### config.mk
export PLATFORM = sky130hd
export DESIGN_NAME = dsi_hs_rx_byte_aligner
export DESIGN_NICKNAME = d
export VERILOG_FILES = /design/src/rtl/dsi_hs_rx_byte_aligner.sv
export SDC_FILE = /design/constraint.sdc
export NUM_CORES = 1
export LEC_CHECK = 0
export CAP_MARGIN = 10
export CORE_MARGIN = 1
export CORE_UTILIZATION = 56
export CTS_BUF_LIST = sky130_fd_sc_hd__clkbuf_8 sky130_fd_sc_hd__clkbuf_16
export CTS_CLUSTER_SIZE = 14
export DETAILED_ROUTE_END_ITERATION = 8
export PLACE_DENSITY = 0.9
export SLEW_MARGIN = 20
export SYNTH_ARGS = -nofsm -noshare
export SYNTH_HDL_FRONTEND = slang
export SYNTH_SLANG_ARGS = --single-unit
### constraint.sdc
create_clock -name rx_clock_logic -period 2.1 [get_ports rx_clock_logic]
set_clock_uncertainty 0.15 [all_clocks]
set_input_delay 0.42 -clock rx_clock_logic [delete_from_list [all_inputs] [get_ports rx_clock_logic]]
set_output_delay 0.42 -clock rx_clock_logic [all_outputs]
set_load 0.02 [all_outputs]
### src/rtl/dsi_hs_rx_byte_aligner.sv
// DSI HS receive byte aligner: hunts the HS sync byte in a raw deserialized stream and locks its bit offset.
// Optional macro DSI_RX_SYNC_TOLERANT_EN also accepts a sync byte with a single flipped bit.
module dsi_hs_rx_byte_aligner #(
    parameter logic [7:0] SYNC_BYTE      = 8'hB8,
    parameter int         TIMEOUT_CYCLES = 1024
) (
    input  logic       rx_clock_logic,
    input  logic       rst,
    input  logic [7:0] rx_in,
    input  logic       hs_active,
    output logic [7:0] byte_out,
    output logic       byte_valid,
    output logic       sync_locked,
    output logic       sync_err,
    output logic [2:0] bit_offset
);

    localparam int CNT_W = $clog2(TIMEOUT_CYCLES + 1);
    localparam logic [CNT_W-1:0] CNT_LAST = CNT_W'(TIMEOUT_CYCLES - 1);

    typedef enum logic [1:0] {
        ST_IDLE,
        ST_HUNT,
        ST_LOCKED,
        ST_ERR
    } state_t;

    state_t           state_reg, state_next;
    logic [7:0]       prev_reg;
    logic [CNT_W-1:0] cnt_reg, cnt_next;
    logic [7:0]       byte_out_reg, byte_out_next;
    logic             byte_valid_reg, byte_valid_next;
    logic             sync_locked_reg, sync_locked_next;
    logic             sync_err_reg, sync_err_next;
    logic [2:0]       bit_offset_reg, bit_offset_next;

    logic [15:0] win;
    logic [7:0]  exact_hit;
    logic [7:0]  tol_hit;
    logic [7:0]  sel_hit;
    logic        hit_any;
    logic [2:0]  hit_k;

    assign win = {rx_in, prev_reg};

    generate
        for (genvar gi = 0; gi < 8; gi++) begin : g_cand
            logic [7:0] cand;
            assign cand          = win[gi+7:gi];
            assign exact_hit[gi] = (cand == SYNC_BYTE);
`ifdef DSI_RX_SYNC_TOLERANT_EN
            assign tol_hit[gi]   = ($countones(cand ^ SYNC_BYTE) == 1);
`else
            assign tol_hit[gi]   = 1'b0;
`endif
        end
    endgenerate

    // Exact matches at any offset outrank 1-bit matches; within a class the lowest k wins.
    always_comb begin
        sel_hit = (|exact_hit) ? exact_hit : tol_hit;
        hit_any = |sel_hit;
        hit_k   = 3'd0;
        for (int i = 7; i >= 0; i--) begin
            if (sel_hit[i]) begin
                hit_k = 3'(i);
            end
        end
    end

    always_comb begin
        state_next       = state_reg;
        cnt_next         = cnt_reg;
        byte_out_next    = byte_out_reg;
        byte_valid_next  = 1'b0;
        sync_locked_next = 1'b0;
        sync_err_next    = sync_err_reg;
        bit_offset_next  = bit_offset_reg;
        if (!hs_active) begin
            state_next    = ST_IDLE;
            sync_err_next = 1'b0;
        end else begin
            case (state_reg)
                ST_IDLE: begin
                    state_next    = ST_HUNT;
                    cnt_next      = '0;
                    sync_err_next = 1'b0;
                end
                ST_HUNT: begin
                    if (hit_any) begin
                        state_next       = ST_LOCKED;
                        bit_offset_next  = hit_k;
                        sync_locked_next = 1'b1;
                    end else if (cnt_reg >= CNT_LAST) begin
                        state_next    = ST_ERR;
                        sync_err_next = 1'b1;
                    end else begin
                        // Leaving HUNT at CNT_LAST keeps the counter from ever wrapping.
                        cnt_next = cnt_reg + 1'b1;
                    end
                end
                ST_LOCKED: begin
                    byte_out_next    = win[bit_offset_reg +: 8];
                    byte_valid_next  = 1'b1;
                    sync_locked_next = 1'b1;
                end
                default: begin
                    state_next = ST_ERR;
                end
            endcase
        end
    end

    always_ff @(posedge rx_clock_logic) begin
        if (rst) begin
            state_reg       <= ST_IDLE;
            prev_reg        <= '0;
            cnt_reg         <= '0;
            byte_out_reg    <= '0;
            byte_valid_reg  <= 1'b0;
            sync_locked_reg <= 1'b0;
            sync_err_reg    <= 1'b0;
            bit_offset_reg  <= '0;
        end else begin
            state_reg       <= state_next;
            prev_reg        <= rx_in;
            cnt_reg         <= cnt_next;
            byte_out_reg    <= byte_out_next;
            byte_valid_reg  <= byte_valid_next;
            sync_locked_reg <= sync_locked_next;
            sync_err_reg    <= sync_err_next;
            bit_offset_reg  <= bit_offset_next;
        end
    end

    assign byte_out    = byte_out_reg;
    assign byte_valid  = byte_valid_reg;
    assign sync_locked = sync_locked_reg;
    assign sync_err    = sync_err_reg;
    assign bit_offset  = bit_offset_reg;

endmodule

==> results.md, run 1 <==
- Outcome: completed
- VDD IR max: 301 µV
- Final #Nets: 300
- Hold path start: cnt_reg[9]$_SDFFE_PP0P_
- CP required: 2160 ps
- Total gr overflow: 0
- Share of cells above drive strength 1: 0.246
- CP delay by family, top: simple AND/OR/NAND/NOR gates
- Cells after Synth: 230
- Yosys warnings: 0
- Placeable Area: 3660 µm²
- Crit Reg-Reg Endpoint: cnt_reg[5]$_SDFFE_PP0P_
- Leading area contributor after synthesis: dfxtp_1
- Asr flop ratio synth: 0
- Worst-margin pin slew: 407 ps
- Rel. slew slack: 0.727
- Crit share post-route: 0.968
- EDFF count, synth: 0
- Routed vias: 2009
- Area growth syn-to-layout: 28.4%
- 1st-iter DRT viols: 189
- H-tree depth: 2
- Sink Count: 35
- Worst R2R Path Depth: 5
- Vias in the first global route: 1961
- Critical-path top delay cell: clkdlybuf4s50_1
- CP max FO: 4
- Final core area utilization: 0.752
- DP HPWL: 4.08 mm
- Top_reg_cell synth: dfxtp_1
- Tightest Hold Check Type: reg2reg
- Commonest cells post-synth: 35 x dfxtp_1, 20 x nor2_1, 15 x mux2i_1
- CTS Buffer Depth: 2
- Largest net degree at the start of global routing: 18
- Gp weighted congestion: 0.938
- Setup slack, reg-to-reg: 100 ps
- Critical path's largest stage delay: 430 ps
- Number of flip-flops in the largest register: 11
- RR Startpoint: g_cand[0].cand[7]$_SDFF_PP0_
- Crit path time final: 2030 ps
- Initial antenna violation count: 0
- Share of the synthesized area in the top cell type: 0.327
- Clock slew at reported path FFs: 70 ps
- Total CTS buffers: 5
- P_leak: 0.991 nW
- First-pass GRT wire length: 8.96 mm
- Max Freq: 492 MHz
- Largest cells by area after synthesis: dfxtp_1 33%, mux2i_1 7.0%, mux4_2 4.2%
- DRT Wirelength: 5.44 mm
- Crit path DAT: 2090 ps
- DRT antenna net count: 0
- Post-Syn Area per Cell: 9.32 µm²
- Die Wd: 63.9 µm
- Number of remaining DRC errors: 0
- Tot Pwr: 1.37 mW
- Final Max Slew Viols: 0
- CTS tree: built
- FP Rows: 22
- Inserted Diodes: 0
- Number of buffers added on ports: 24
- DRT Pass-1 Iters: 4
- Hold Vio Cnt, Final: 0
- Number of max-cap violations: 0
- Worst hold path depth: 1
- Via density: 6.03
- Register area share after synthesis: 0.327
- Power per cell area: 499 nW/µm²
- Ports: 25
- WHS Endpoint: cnt_reg[9]$_SDFFE_PP0P_
- Synthesized cell area: 2140 µm²
- Syn nets: 246
- Die ar.: 4080 µm²
- Unrepaired setup endpoints after global routing: no
- Final setup violation count: 0
- Most numerous cell in the Yosys netlist: dfxtp_1
- Count of cell types in the netlist: 50
- Clock Latency Late Sink: 290 ps
- Worst Setup End Kind: flop
- Hold_buf cts: 0
- Yosys reg bits: 35
- CP Launch Type: input port
- Die Ht: 63.9 µm
- Cell Chain, Critical Path: clkdlybuf4s50_1 > nor4bb_4 > o21ai_2 > buf_4 > nand4_4 > or4_1 > a31oi_1
- CP Class: in2reg
- Initial Util: 0.585
- PnR worst setup slack: 66.3 ps
- Clk root buf: clkbuf_8
- WP buf/inv: 2
- Aggregate global-route resource usage: 0.286
- Place WS: -561 ps
- Drt wl/cell: 16.3 µm
-- power by group --
| group | switching (mW) | internal [mW] | leakage, nW |
|---|---|---|---|
| clock | 0.237 | 0.226 | 0.0453 |
| sequential | 0.0164 | 0.679 | 0.285 |
| combinational | 0.113 | 0.102 | 0.661 |
-- layout make-up --
class | instances | area [µm²]
well taps | 48 | 60.1
flip-flops and latches | 35 | 701
fillers | 255 | 908
multi-input cells | 171 | 1370
inverters | 12 | 45.0
repair buffers | 59 | 495
clock inverters | 3 | 16.3
clock buffers | 5 | 68.8
-- cell usage in the layout (no fill, tap or decap), types with 2 or more instances in the layout --
cell	netlist	layout
clkdlybuf4s50_1	0	18
dfxtp_1	35	35
nand3_1	5	5
o21ai_0	6	5
and4bb_1	4	4
nor2b_1	8	8
nand2b_1	2	2
and2_1	4	4
nor2_1	20	20
inv_1	12	13
mux2i_1	15	15
and4_1	2	2
ha_1	5	5
nor3_1	10	10
a22oi_1	2	2
o211ai_1	2	2
a211oi_1	9	9
nand4_1	3	3
o21ai_4	2	2
nand2_1	14	14
o211a_1	2	2
mux2_2	6	6
a31oi_1	3	3
dlygate4sd2_1	0	6
buf_4	0	35
mux4_2	4	4
a21oi_1	11	10
o32ai_1	5	5
and4bb_2	5	5
clkbuf_8	2	5
-- worst max path at each step --
stage                     slack (ps)                    startpoint                   endpoint  depth (start not counted)
after global placement          -460                      rx_in[3]    cnt_reg[2]$_SDFFE_PP0P_                          6
final                             70                      rx_in[6]    cnt_reg[5]$_SDFFE_PP0P_                          7
after detailed placement        -560                      rx_in[3]    cnt_reg[2]$_SDFFE_PP0P_                          6
after global routing              10  g_cand[0].cand[7]$_SDFF_PP0_    cnt_reg[2]$_SDFFE_PP0P_                          5
after floorplan                  150                      rx_in[3]    cnt_reg[5]$_SDFFE_PP0P_                          5
after CTS                         10                      rx_in[6]  state_reg[1]$_SDFFE_PP0P_                          6
-- stage by stage --
step	cells	TNS, ps	hold WS, ps	area, µm²
floorplan	230	0	291	2140
global placement	325	-6440	302	2630
detailed placement	325	-7860	321	2630
CTS	333	0	338	2740
global route	333	0	358	2750
finish	333	0	335	2750
-- what timing repair did --
action	4_1_cts	5_1_grt
resized for setup	12	2
pin swaps	5	1
endpoints found under the setup margin	16	7
setup buffers	0	0
gates cloned	0	0
-- layer usage --
| layer | GRT usage | share of wire | up-vias |
|---|---|---|---|
| met4 | 0.131 | 0.022 | 0 |
| li1 | - | - | 977 |
| met1 | 0.330 | 0.42 | 965 |
| met2 | 0.501 | 0.52 | 53 |
| met3 | 0.0589 | 0.036 | 14 |
| met5 | 0 | 0 | - |
-- kinds of logic (layout without fill, tap and decap cells) --
kind of cell	count (synthesis)	after routing	share of synthesized area
muxes	25	25	0.144
buffers and inverters	24	79	0.0566
DFF	35	35	0.327
adders and majority gates	5	5	0.0292
AOI/OAI and AO/OA	53	53	0.191
and+or+nand+nor	88	88	0.253
Power figures use the tool's default switching activity.
==> inputs of run 2 (changes only) <==
Settings changed: GPL_ROUTABILITY_DRIVEN from default to 0.
==> run 2 against run 1 <==
  * Final cell count shrank 1.2%
  * Total power grew 11%
  * Count of clock-buffer cells in the layout is the same
  * Sequential cell count is the same
  * Largest power group unchanged
==> results.md, run 2 (synthesized netlist as in run 1, its figures left out) <==
- Total gr overflow: 0 (unchanged)
- Sink Count: 35 (unchanged)
- CP max FO: 4 (unchanged)
- Placeable Area: 3660 µm² (unchanged)
- DRT antenna net count: 0 (unchanged)
- Vias in the first global route: 1952 (-0.46%)
- Number of remaining DRC errors: 0 (unchanged)
- Final Max Slew Viols: 0 (unchanged)
- Initial antenna violation count: 0 (unchanged)
- Number of max-cap violations: 0 (unchanged)
- Crit Reg-Reg Endpoint: cnt_reg[3]$_SDFFE_PP0P_
- Layout fillers: 252 (-1.2%)
- Post-place instance area: 2580 µm² (-1.7%)
- Unrepaired setup endpoints after global routing: yes
- Die ar.: 4080 µm² (unchanged)
- Number of flip-flops in the largest register: 11 (unchanged)
- P_leak: 0.974 nW (-1.7%)
- Number of buffers added on ports: 24 (unchanged)
- Most frequent cells in the layout: 35 x dfxtp_1, 31 x buf_4, 20 x nor2_1
- Total CTS buffers: 5 (unchanged)
- Met2 WL post-DR: 2.86 mm (+1.3%)
- Final setup violation count: 0 (unchanged)
- H-tree depth: 2 (unchanged)
- PnR worst setup slack: 19.7 ps (-46.6 ps)
- Place WS: -492 ps (+69.3 ps)
- DRT Pass-1 Iters: 4 (unchanged)
- Power per cell area: 558 nW/µm² (+12%)
- Worst Setup End Kind: flop
- Setup slack, reg-to-reg: 30 ps (-70 ps)
- Final #Nets: 296 (-1.3%)
- Critical-path top delay cell: clkdlybuf4s50_1
- Cell Chain, Critical Path: clkdlybuf4s50_1 > nor4bb_4 > o21ai_2 > a41oi_1 > buf_4 > a21oi_1 > nor3_1
- Critical path's largest stage delay: 500 ps (+70 ps)
- RR Startpoint: g_cand[0].cand[7]$_SDFF_PP0_
- CTS tree: built
- Aggregate global-route resource usage: 0.284 (-0.00195)
- 1st-iter DRT viols: 185 (-2.1%)
- Uppermost layer routed: met4
- CP Class: in2reg
- Crit share post-route: 0.991 (+0.0222)
- VDD IR max: 410 µV (+36%)
- Clock slew at reported path FFs: 80 ps (about the same)
- Commonest non-fill, non-tap cell in the layout: dfxtp_1
- Crit path time final: 2080 ps (+46.6 ps)
- Share of cells above drive strength 1: 0.238 (-0.00718)
- Via density: 6.18 (+2.4%)
- Clock Latency Late Sink: 300 ps (about the same)
- Final Cell Area: 2740 µm² (-0.41%)
- First-pass GRT wire length: 8.90 mm (-0.69%)
- Met3 wire length: 276 µm (+40%)
- Dpl cells: 319 (-1.8%)
- Clk root buf: clkbuf_8
- Outcome: completed
- Tot Pwr: 1.53 mW (+11%)
- Largest net degree at the start of global routing: 18 (unchanged)
- Inserted Diodes: 0 (unchanged)
- DP HPWL: 3.86 mm (-5.4%)
- Crit path DAT: 2160 ps (+70 ps)
- Worst R2R Path Depth: 5 (unchanged)
- Routed vias: 2033 (+1.2%)
- CP Launch Type: input port
- DRT Wirelength: 5.60 mm (+3.0%)
- Die Ht: 63.9 µm (unchanged)
- FP Rows: 22 (unchanged)
- Tightest Hold Check Type: reg2reg
- Worst hold path depth: 1 (unchanged)
- Hold path start: cnt_reg[9]$_SDFFE_PP0P_
- WHS Endpoint: cnt_reg[9]$_SDFFE_PP0P_
- CP required: 2180 ps (+20 ps)
- Worst-margin pin slew: 369 ps (-38.3 ps)
- CTS Buffer Depth: 2 (unchanged)
- Final non-filler cell total: 329 (-1.2%)
- Detailed-route wire length on metal 1: 2.33 mm (+1.1%)
- Initial Util: 0.585 (unchanged)
- Hold Vio Cnt, Final: 0 (unchanged)
- Ports: 25 (unchanged)
- Area growth syn-to-layout: 27.9%
- Max Freq: 481 MHz (-2.2%)
- Die Wd: 63.9 µm (unchanged)
- Drt wl/cell: 17.0 µm (+4.2%)
- Rel. slew slack: 0.751 (+0.0244)
-- run 2: power breakdown --
group | switching, mW | internal [mW]
clock network | 0.269 | 0.354
logic | 0.114 | 0.0986
registers | 0.0159 | 0.679
total | 0.399 | 1.13
-- run 2: repair_timing --
item	in CTS	in global routing
hold buffers	0	0
gates resized for setup	11	2
endpoints found under the setup margin	16	14
setup buffers	2	0
pin swaps	3	4
-- run 2: area by class of cell --
| class | instances | area (µm²) | area share |
|---|---|---|---|
| Multi-Input combinational cell | 171 | 1360 | 0.495 |
| Sequential cell | 35 | 701 | 0.256 |
| Clock inverter | 3 | 43.8 | 0.0160 |
| Tap cell | 48 | 60.1 | 0.0219 |
| Timing Repair Buffer | 55 | 465 | 0.170 |
| Inverter | 12 | 45.0 | 0.0164 |
| Clock buffer | 5 | 68.8 | 0.0251 |
-- run 2: critical path: cells and delay by family --
family                 cells  cell delay [ps]
AO/OA/AOI/OAI              3              590
AND/OR/NAND/NOR            2              430
buffers and inverters      2              710
-- run 2: through the flow --
stage                     hold WS [ps]   util  TNS, ps
after floorplan                    291      -        0
after global placement             303  0.706    -5980
after detailed placement           319  0.706    -7480
after CTS                          337  0.745        0
after global routing               343  0.749     -129
final                              329  0.749        0
-- run 2: how the worst max path moves through the flow --
| stage | slack (ps) | from | to | depth (start not counted) |
|---|---|---|---|---|
| floorplan | 150 | rx_in[3] | cnt_reg[5]$_SDFFE_PP0P_ | 5 |
| global placement | -450 | rx_in[3] | cnt_reg[2]$_SDFFE_PP0P_ | 6 |
| detailed placement | -490 | rx_in[4] | cnt_reg[2]$_SDFFE_PP0P_ | 6 |
| CTS | 20 | rx_in[6] | cnt_reg[4]$_SDFFE_PP0P_ | 7 |
| global route | -40 | rx_in[6] | bit_offset[0]$_SDFFE_PP0P_ | 7 |
| finish | 20 | rx_in[6] | bit_offset[0]$_SDFFE_PP0P_ | 7 |
-- run 2: layer usage --
metal	vias to the layer above	GRT usage
li1	974	-
met4	0	0.128
met5	-	0
met3	19	0.0607
met2	80	0.488
met1	960	0.336
